==> src/rtl/hazard_ctrl_if.sv <==
// Hazard controller bundle: pipeline-side inputs (ID/EX operand info, branch
// and data-memory status) and the pipeline control / debug outputs.
//   master : pipeline side, drives *_i, observes *_o
//   slave  : hazard_ctrl, observes *_i, drives *_o
interface hazard_ctrl_if;
  logic [2:0]  id_rs_i;
  logic [2:0]  id_rt_i;
  logic        id_use_rs_i;
  logic        id_use_rt_i;
  logic [2:0]  ex_rd_i;
  logic        ex_memread_i;
  logic        ex_regwrite_i;
  logic        branch_taken_i;
  logic        mem_req_i;
  logic        mem_ready_i;
  logic        PCWrite_o;
  logic        DHZ_o;
  logic        CHZ_o;
  logic        IDEX_flush_o;
  logic        freeze_o;
  logic [1:0]  state_o;
  logic [15:0] stall_cnt_o;
  logic [15:0] flush_cnt_o;

  modport master (
    output id_rs_i, id_rt_i, id_use_rs_i, id_use_rt_i, ex_rd_i,
           ex_memread_i, ex_regwrite_i, branch_taken_i, mem_req_i, mem_ready_i,
    input  PCWrite_o, DHZ_o, CHZ_o, IDEX_flush_o, freeze_o, state_o,
           stall_cnt_o, flush_cnt_o
  );

  modport slave (
    input  id_rs_i, id_rt_i, id_use_rs_i, id_use_rt_i, ex_rd_i,
           ex_memread_i, ex_regwrite_i, branch_taken_i, mem_req_i, mem_ready_i,
    output PCWrite_o, DHZ_o, CHZ_o, IDEX_flush_o, freeze_o, state_o,
           stall_cnt_o, flush_cnt_o
  );
endinterface

==> src/rtl/hazard_ctrl.sv <==
// Pipeline hazard controller: load-use stall insertion, taken-branch flush
// sequencing and whole-pipeline freeze during data-memory wait states, plus
// saturating stall/flush debug counters.
// Ports:
//   clk_i  : clock, rising edge
//   rst_n  : asynchronous reset, active low (forces all controls to 0)
//   bus    : hazard_ctrl_if.slave (ID/EX/MEM status in, pipeline controls out)
// Control outputs are Mealy: decoded from the registered state and the
// current inputs so a hazard is covered in the cycle it is detected.
module hazard_ctrl #(
  parameter int unsigned LOAD_LAT  = 1,
  parameter int unsigned FLUSH_CYC = 1
) (
  input  logic         clk_i,
  input  logic         rst_n,
  hazard_ctrl_if.slave bus
);

  localparam int unsigned REM_W = 3;
  localparam int unsigned CNT_W = 16;
  localparam logic [REM_W-1:0] LD_REM = REM_W'(LOAD_LAT - 1);
  localparam logic [REM_W-1:0] FL_REM = REM_W'(FLUSH_CYC - 1);
  localparam bit LD_MULTI = (LOAD_LAT > 1);
  localparam bit FL_MULTI = (FLUSH_CYC > 1);

  typedef enum logic [1:0] {
    ST_RUN     = 2'd0,
    ST_LDSTALL = 2'd1,
    ST_FLUSH   = 2'd2
  } state_e;

  state_e           state_q;
  logic [REM_W-1:0] rem_q;
  logic [CNT_W-1:0] stall_cnt_q;
  logic [CNT_W-1:0] flush_cnt_q;

  logic hz;
  logic frz;
  logic rs_match;
  logic rt_match;
  logic pcwrite;
  logic dhz;
  logic chz;
  logic idex_flush;
  logic freeze;

  // Load-use hazard; r0 is hardwired so it never creates a dependency.
  assign rs_match = bus.id_use_rs_i & (bus.id_rs_i == bus.ex_rd_i);
  assign rt_match = bus.id_use_rt_i & (bus.id_rt_i == bus.ex_rd_i);
  assign hz  = bus.ex_memread_i & bus.ex_regwrite_i & (bus.ex_rd_i != 3'd0) &
               (rs_match | rt_match);
  assign frz = bus.mem_req_i & ~bus.mem_ready_i;

  // Control decode, priority: freeze > branch > FLUSH > LDSTALL > RUN.
  always_comb begin
    pcwrite    = 1'b0;
    dhz        = 1'b0;
    chz        = 1'b0;
    idex_flush = 1'b0;
    freeze     = 1'b0;
    if (!rst_n) begin
      pcwrite = 1'b0;
    end else if (frz) begin
      freeze = 1'b1;
      dhz    = 1'b1;
    end else if (bus.branch_taken_i) begin
      chz        = 1'b1;
      idex_flush = 1'b1;
      pcwrite    = 1'b1;
    end else begin
      case (state_q)
        ST_FLUSH: begin
          chz        = 1'b1;
          idex_flush = 1'b1;
          pcwrite    = 1'b1;
        end
        ST_LDSTALL: begin
          dhz        = 1'b1;
          idex_flush = 1'b1;
        end
        default: begin
          if (hz) begin
            dhz        = 1'b1;
            idex_flush = 1'b1;
          end else begin
            pcwrite = 1'b1;
          end
        end
      endcase
    end
  end

  // State, remaining-cycle count and debug counters. A freeze holds the
  // sequence so any pending stall or flush resumes once memory completes.
  always_ff @(posedge clk_i or negedge rst_n) begin
    if (!rst_n) begin
      state_q     <= ST_RUN;
      rem_q       <= '0;
      stall_cnt_q <= '0;
      flush_cnt_q <= '0;
    end else begin
      if (dhz && (stall_cnt_q != '1)) begin
        stall_cnt_q <= stall_cnt_q + CNT_W'(1);
      end
      if (!frz) begin
        if (bus.branch_taken_i) begin
          if (flush_cnt_q != '1) begin
            flush_cnt_q <= flush_cnt_q + CNT_W'(1);
          end
          if (FL_MULTI) begin
            state_q <= ST_FLUSH;
            rem_q   <= FL_REM;
          end else begin
            state_q <= ST_RUN;
            rem_q   <= '0;
          end
        end else begin
          case (state_q)
            ST_FLUSH, ST_LDSTALL: begin
              // rem of 0 cannot occur in a legal sequence; treat it as done.
              if (rem_q <= REM_W'(1)) begin
                state_q <= ST_RUN;
                rem_q   <= '0;
              end else begin
                rem_q <= rem_q - REM_W'(1);
              end
            end
            default: begin
              if (hz && LD_MULTI) begin
                state_q <= ST_LDSTALL;
                rem_q   <= LD_REM;
              end
            end
          endcase
        end
      end
    end
  end

  assign bus.PCWrite_o    = pcwrite;
  assign bus.DHZ_o        = dhz;
  assign bus.CHZ_o        = chz;
  assign bus.IDEX_flush_o = idex_flush;
  assign bus.freeze_o     = freeze;
  assign bus.state_o      = state_q;
  assign bus.stall_cnt_o  = stall_cnt_q;
  assign bus.flush_cnt_o  = flush_cnt_q;

endmodule
==> src/flat_wrapper.sv <==
// flat-port wrapper written by rule: the top's interface ports become plain ports
module hazard_ctrl_flat 
#(
  parameter int unsigned LOAD_LAT  = 1,
  parameter int unsigned FLUSH_CYC = 1
)
  (clk_i, rst_n, bus_id_rs_i, bus_id_rt_i, bus_id_use_rs_i, bus_id_use_rt_i, bus_ex_rd_i, bus_ex_memread_i, bus_ex_regwrite_i, bus_branch_taken_i, bus_mem_req_i, bus_mem_ready_i, bus_PCWrite_o, bus_DHZ_o, bus_CHZ_o, bus_IDEX_flush_o, bus_freeze_o, bus_state_o, bus_stall_cnt_o, bus_flush_cnt_o);
  hazard_ctrl_if bus_i ();
  input  logic clk_i;
  input  logic rst_n;
  input wire logic [$bits(bus_i.id_rs_i)-1:0] bus_id_rs_i;
  input wire logic [$bits(bus_i.id_rt_i)-1:0] bus_id_rt_i;
  input wire logic [$bits(bus_i.id_use_rs_i)-1:0] bus_id_use_rs_i;
  input wire logic [$bits(bus_i.id_use_rt_i)-1:0] bus_id_use_rt_i;
  input wire logic [$bits(bus_i.ex_rd_i)-1:0] bus_ex_rd_i;
  input wire logic [$bits(bus_i.ex_memread_i)-1:0] bus_ex_memread_i;
  input wire logic [$bits(bus_i.ex_regwrite_i)-1:0] bus_ex_regwrite_i;
  input wire logic [$bits(bus_i.branch_taken_i)-1:0] bus_branch_taken_i;
  input wire logic [$bits(bus_i.mem_req_i)-1:0] bus_mem_req_i;
  input wire logic [$bits(bus_i.mem_ready_i)-1:0] bus_mem_ready_i;
  output wire logic [$bits(bus_i.PCWrite_o)-1:0] bus_PCWrite_o;
  output wire logic [$bits(bus_i.DHZ_o)-1:0] bus_DHZ_o;
  output wire logic [$bits(bus_i.CHZ_o)-1:0] bus_CHZ_o;
  output wire logic [$bits(bus_i.IDEX_flush_o)-1:0] bus_IDEX_flush_o;
  output wire logic [$bits(bus_i.freeze_o)-1:0] bus_freeze_o;
  output wire logic [$bits(bus_i.state_o)-1:0] bus_state_o;
  output wire logic [$bits(bus_i.stall_cnt_o)-1:0] bus_stall_cnt_o;
  output wire logic [$bits(bus_i.flush_cnt_o)-1:0] bus_flush_cnt_o;
  assign bus_i.id_rs_i = bus_id_rs_i;
  assign bus_i.id_rt_i = bus_id_rt_i;
  assign bus_i.id_use_rs_i = bus_id_use_rs_i;
  assign bus_i.id_use_rt_i = bus_id_use_rt_i;
  assign bus_i.ex_rd_i = bus_ex_rd_i;
  assign bus_i.ex_memread_i = bus_ex_memread_i;
  assign bus_i.ex_regwrite_i = bus_ex_regwrite_i;
  assign bus_i.branch_taken_i = bus_branch_taken_i;
  assign bus_i.mem_req_i = bus_mem_req_i;
  assign bus_i.mem_ready_i = bus_mem_ready_i;
  assign bus_PCWrite_o = bus_i.PCWrite_o;
  assign bus_DHZ_o = bus_i.DHZ_o;
  assign bus_CHZ_o = bus_i.CHZ_o;
  assign bus_IDEX_flush_o = bus_i.IDEX_flush_o;
  assign bus_freeze_o = bus_i.freeze_o;
  assign bus_state_o = bus_i.state_o;
  assign bus_stall_cnt_o = bus_i.stall_cnt_o;
  assign bus_flush_cnt_o = bus_i.flush_cnt_o;
  hazard_ctrl #(.LOAD_LAT(LOAD_LAT), .FLUSH_CYC(FLUSH_CYC)) u_core (.clk_i(clk_i), .rst_n(rst_n), .bus(bus_i));
endmodule
==> config.mk <==
export PLATFORM = sky130hd
export DESIGN_NAME = hazard_ctrl_flat
export DESIGN_NICKNAME = d
export VERILOG_FILES = /design/src/rtl/hazard_ctrl_if.sv /design/src/rtl/hazard_ctrl.sv /design/src/flat_wrapper.sv
export SDC_FILE = /design/constraint.sdc
export NUM_CORES = 1
export LEC_CHECK = 0
export CAP_MARGIN = 10
export CORE_MARGIN = 1.5
export CORE_UTILIZATION = 48
export DETAILED_ROUTE_END_ITERATION = 10
export HOLD_SLACK_MARGIN = 0.1
export MAX_ROUTING_LAYER = met4
export PLACE_DENSITY = 0.95
export SLEW_MARGIN = 10
export SYNTH_ARGS = -nofsm -noshare
export SYNTH_HDL_FRONTEND = slang
export SYNTH_SLANG_ARGS = --single-unit
==> constraint.sdc <==
create_clock -name clk_i -period 4.7 [get_ports clk_i]
set_input_delay 1.41 -clock clk_i [delete_from_list [all_inputs] [get_ports clk_i]]
set_output_delay 1.41 -clock clk_i [all_outputs]
set_load 0.1 [all_outputs]
# Word-level counts from Yosys, hierarchy flattened
# Index checks and enable logic that the tools add are counted.
# classes
n_reduce_logical,8
n_bitwise,9
n_eq_ne,6
magnitude_cmp,1
muxes,26
addsub,3
# op_table
op,n
16-bit by 1-bit adder with 16-bit output (second input constant),2
16-bit != test (second input constant),2
1-bit 2-to-1 mux,18
3-bit 2-to-1 mux,3
1-bit bitwise AND,6
3-bit == test,2
2-bit 2-to-1 mux,3
3-bit AND reduction,2
1-bit case mux with 2 select lines,2
2-bit nonzero test,2
3-bit by 1-bit less-or-equal comparator with 1-bit output (second input constant),1
3-bit nonzero test,1
3-bit by 1-bit subtractor with 3-bit output (second input constant),1
2-bit by 1-bit == test with 1-bit output (second input constant),1
2-bit == test (second input constant),1
1-bit inverter,2
2-bit AND reduction,1
2-bit OR reduction,1
1-bit logical AND,1
1-bit bitwise OR,1
# totals
ff_bits,37
out_inout_bits,39

# Longest topological paths before layout
# depth
ltp_word,10
depth_mapped,9
ltp_nobuf,7

# Least setup slack after synthesis
# OpenSTA, ideal clock, no wires.
# synth_timing
kind,input to output
from,in bus_mem_ready_i
to,out bus_DHZ_o
n_path_buf,0
t_arrival_ns,3.867
path_slack_ns,-0.577
cell_stages,4
path_cell_list,nand2b_1 > nor2_1 > nor2_1 > inv_1
# synth_via
elab_chain_cells,4
# synth_rtl
item,line,rtl
from (decl),flat_wrapper.sv:20,input wire logic [$bits(bus_i.mem_ready_i)-1:0] bus_mem_ready_i;
1-bit inverter,hazard_ctrl.sv:52,assign frz = bus.mem_req_i & ~bus.mem_ready_i;
1-bit bitwise AND,hazard_ctrl.sv:52,
1-bit 2-to-1 mux,hazard_ctrl.sv:63,end else if (frz) begin
1-bit 2-to-1 mux,hazard_ctrl.sv:61,if (!rst_n) begin
to (decl),flat_wrapper.sv:22,output wire logic [$bits(bus_i.DHZ_o)-1:0] bus_DHZ_o;
# Every way passes these cells.

# Final worst setup path
# layout_timing
from,in bus_ex_rd_i[2]
to,out bus_IDEX_flush_o
# layout_via
elab_chain_cells,9
word_cells_on_any_way,13
classes_between,eq/ne (2); mux (5); bitwise (5); reduce/logical (1)
# layout_rtl
item,line,rtl
from (decl),flat_wrapper.sv:15,input wire logic [$bits(bus_i.ex_rd_i)-1:0] bus_ex_rd_i;
"3-bit == test, on equally long branches","hazard_ctrl.sv:48, hazard_ctrl.sv:49",
"1-bit bitwise AND, on equally long branches","hazard_ctrl.sv:48, hazard_ctrl.sv:49",
1-bit bitwise OR,hazard_ctrl.sv:51,(rs_match | rt_match);
1-bit bitwise AND *,hazard_ctrl.sv:50,assign hz = bus.ex_memread_i & bus.ex_regwrite_i & (bus.ex_rd_i != 3'd0) &
1-bit 2-to-1 mux *,hazard_ctrl.sv:82,if (hz) begin
1-bit 2-to-1 mux *,hazard_ctrl.sv:71,case (state_q)
1-bit 2-to-1 mux *,hazard_ctrl.sv:66,end else if (bus.branch_taken_i) begin
1-bit 2-to-1 mux *,hazard_ctrl.sv:63,
1-bit 2-to-1 mux *,hazard_ctrl.sv:61,
to (decl),flat_wrapper.sv:24,output wire logic [$bits(bus_i.IDEX_flush_o)-1:0] bus_IDEX_flush_o;
# Mark *: on every way between the ends. The rest lies on a longest branch, timed or not.

==> key figures <==
Global routing
  – First-pass GRT wire length: 5.86 mm
  – Total global-route track usage: 0.228
  – Largest net degree at the start of global routing: 33
  – Remaining global-route overflow: 0
  – Vias in the first global route: 1326
  – Initial antenna violation count: 0

Finish
  – Share of layout cells above drive strength 1: 0.120
  – Fillers: 229
  – Area delta synth->final: 45.3%
  – # diodes: 0
  – Fin nets: between 200 and 250
  – Fin area: ~2400 um2
  – Final Util: 0.757

Worst hold path
  – HP Class: reg2reg

Pwr
  – Power Density: 502 nW/um2
  – Pleak: 0.999 nW
  – Max VDD drop: 0.529 mV
  – Power Total: around 1.2 mW

Worst setup path
  – Critical Path RT: 3.29 ns
  – Delay-heaviest family, CP: buffers and inverters
  – Critical path's slowest cell: clkdlybuf4s50_1
  – Crit path DAT: 3.20 ns
  – CP max stage delay: between 0.5 and 0.6 ns
  – Cell mode on critical path: nor2_1
  – Crit start category: primary input
  – CP max FO: 3
  – Critical path capture point type: primary output
  – Worst-path cell chain: clkdlybuf4s50_1 -> xnor2_1 -> nand4_1 -> buf_4 -> a21oi_1 -> nor2_1 -> nor2_1 -> buf_12
  – WP buf/inv: 3
  – Critical setup path kind: in2out

STA
  – Slack of the critical path: slightly above 0.09 ns
  – # setup viols final: 0
  – Slew Limit Fails: 0
  – Clk_skew: 0.00647 ns
  – Crit share post-route: 0.981
  – Final min period: 4.61 ns
  – Max_slew headroom: 0.338
  – Worst hold margin: 0.502 ns
  – Least-Margin Pin Slew: ~0.99 ns
  – F_max: 217 MHz
  – Final Hold Fails: 0

Yosys
  – Syn Area/Cell: 10.5 um2
  – Mapped cell area: 1630 um2
  – Sequential element share of the synthesized area: 0.492
  – Synth cell types: 27
  – Yosys reg bits: 32
  – Yosys synthesis warning count: 0
  – Synth Instances: roughly 160

Die
  – Boundary pin count: 57
  – Initial Util: 0.521
  – Number of core rows: 20
  – DIE WIDTH: slightly above 60 um
  – Chip Height: 61.3 um
  – CORE AREA: 3130 um2
  – Die ar.: 3750 um2

Clock tree
  – CTS clk-pin slew, worst paths: 0.09 ns
  – Hold buffer count at cts: 0
  – Max Root-Sink Buffers: 2
  – Total CTS buffers: 5
  – Root buffer cell: clkbuf_4
  – Sink count of the clock tree: 32
  – Htree depth: 2
  – TritonCTS clock tree: done
  – Clk Latency, worst-skew pair: about 0.34 ns

Placed design
  – DP Worst Slack: 0.00436 ns
  – GP Congestion: 0.757
  – Post-DP HPWL: 2.76 mm
  – Placed inst area: 2260 um2
  – Port Buffers: between 50 and 60

Routing
  – DR pass1 iterations: 5
  – Drt via density: 5.28
  – Via count: 1374
  – Wire per inst: between 10 and 15 um
  – Drt total wl: 3.76 mm
  – Remaining DRCs: 0
  – DR iter-0 viols: 43
  – ANT nets after route: 0

Status
  – Outcome: finished clean

Job
  – Max-Cap Viols: 0
-- per-stage QoR --
step                      std cells   TNS, ns
after floorplan                 156   -0.0248
after global placement          250         0
after detailed placement        250         0
after CTS                       257         0
after global routing            260  -0.00510
final                           260         0
-- layer usage --
layer  global-route usage  wire length (um)
met1                0.262              1660
met3               0.0504               291
met4                0.124                65
met5                    -                 0
met2                0.369              1750
-- cells in the final DEF (no fill, tap or decap), types with 2 or more instances in the layout --
cell / instances
buf_12: 5
dfrtp_1: 32
nor3_1: 5
nor3b_1: 2
ha_1: 2
and3_1: 6
mux2_2: 3
clkdlybuf4s50_1: 48
and4_1: 2
xnor2_1: 23
buf_4: 4
clkbuf_4: 5
clkbuf_8: 2
nand4_1: 12
nor2_1: 8
inv_1: 3
xor2_1: 11
conb_1: 2
a21oi_1: 2
nand3_1: 15
nand2_1: 12
-- sequential cells by signal, summed over array words and instances (netlist names) --
signal	flops
u_core.bus.stall_cnt_o	16
u_core.bus.flush_cnt_o	16
-- synth_stat cells (all sizes together) --
| master | instances | area [um2] |
|---|---|---|
| dfrtp | 32 | 801 |
| xnor2 | 24 | 210 |
| nand3 | 15 | 75.1 |
| nand2 | 12 | 45.0 |
| nand4 | 12 | 75.1 |
| xor2 | 11 | 96.3 |
| nor2 | 9 | 33.8 |
| and3 | 6 | 37.5 |
| nor3 | 5 | 25.0 |
| buf | 4 | 31.3 |
| a21oi | 3 | 15.0 |
| inv | 3 | 11.3 |
| mux2 | 3 | 33.8 |
| a2111oi | 2 | 30.0 |
| and4 | 2 | 17.5 |
| ha | 2 | 25.0 |
| nor3b | 2 | 15.0 |
| a31oi | 1 | 6.26 |
| clkbuf | 1 | 3.75 |
| conb | 1 | 3.75 |
| nand2b | 1 | 6.26 |
| nor2b | 1 | 6.26 |
| o21ba | 1 | 10.0 |
| o311ai | 1 | 8.76 |
| or2 | 1 | 6.26 |
-- path summary, 6_finish.rpt --
check	from	endpoint	slack [ns]	cells after the start
max in group asynchronous	rst_n	u_core.bus.stall_cnt_o[3]	2.86	2
min in group asynchronous	rst_n	u_core.bus.stall_cnt_o[13]	1.55	2
setup / recovery	bus_ex_rd_i[2]	bus_IDEX_flush_o	0.09	8
hold / removal	u_core.bus.flush_cnt_o[4]	u_core.bus.flush_cnt_o[4]	0.50	1
setup reg to reg	u_core.bus.stall_cnt_o[0]	u_core.bus.stall_cnt_o[1]	2.73	6
hold reg to reg	u_core.bus.flush_cnt_o[4]	u_core.bus.flush_cnt_o[4]	0.50	1
-- final cells by class --
cell class	count	area [um2]	share of cell area
Sequential cell	32	801	0.338
Clock buffer	7	65.1	0.0275
Timing Repair Buffer	58	623	0.263
Multi-Input combinational cell	116	812	0.343
Inverter	3	11.3	0.00476
Tap cell	44	55.1	0.0233
-- kinds of logic (layout without fill, tap and decap cells) --
family                   Yosys count  count (layout)  synth area share
adder cells (fa/ha/maj)            2               2            0.0154
flip-flops                        32              32             0.492
XOR/XNOR                          35              35             0.188
buffers and inverters              8              68            0.0284
AO/OA/AOI/OAI                      8               8            0.0430
multiplexers                       3               3            0.0207
AND/OR/NAND/NOR                   66              66             0.210
other                              1               2           0.00230
-- worst register-to-register path: cells and delay by family, from the launching register on --
kind | cells | cell delay [ns]
and+or+nand+nor | 3 | 0.45
DFF | 1 | 0.44
AOI/OAI and AO/OA | 1 | 0.38
muxes | 1 | 0.36
adders and majority gates | 1 | 0.23
-- where the power goes --
part / total [mW] / switching [mW] / internal [mW]
Combinational: 0.619 / 0.464 / 0.154
Clock: 0.177 / 0.0922 / 0.0847
Sequential: 0.393 / 0.0687 / 0.324
-- timing repair --
item / in CTS / in global routing
resized for setup: 0 / 4
buffers inserted: 0 / 3
endpoints found under the setup margin: 0 / 1
Note: power is estimated with default switching activity, not from simulation.
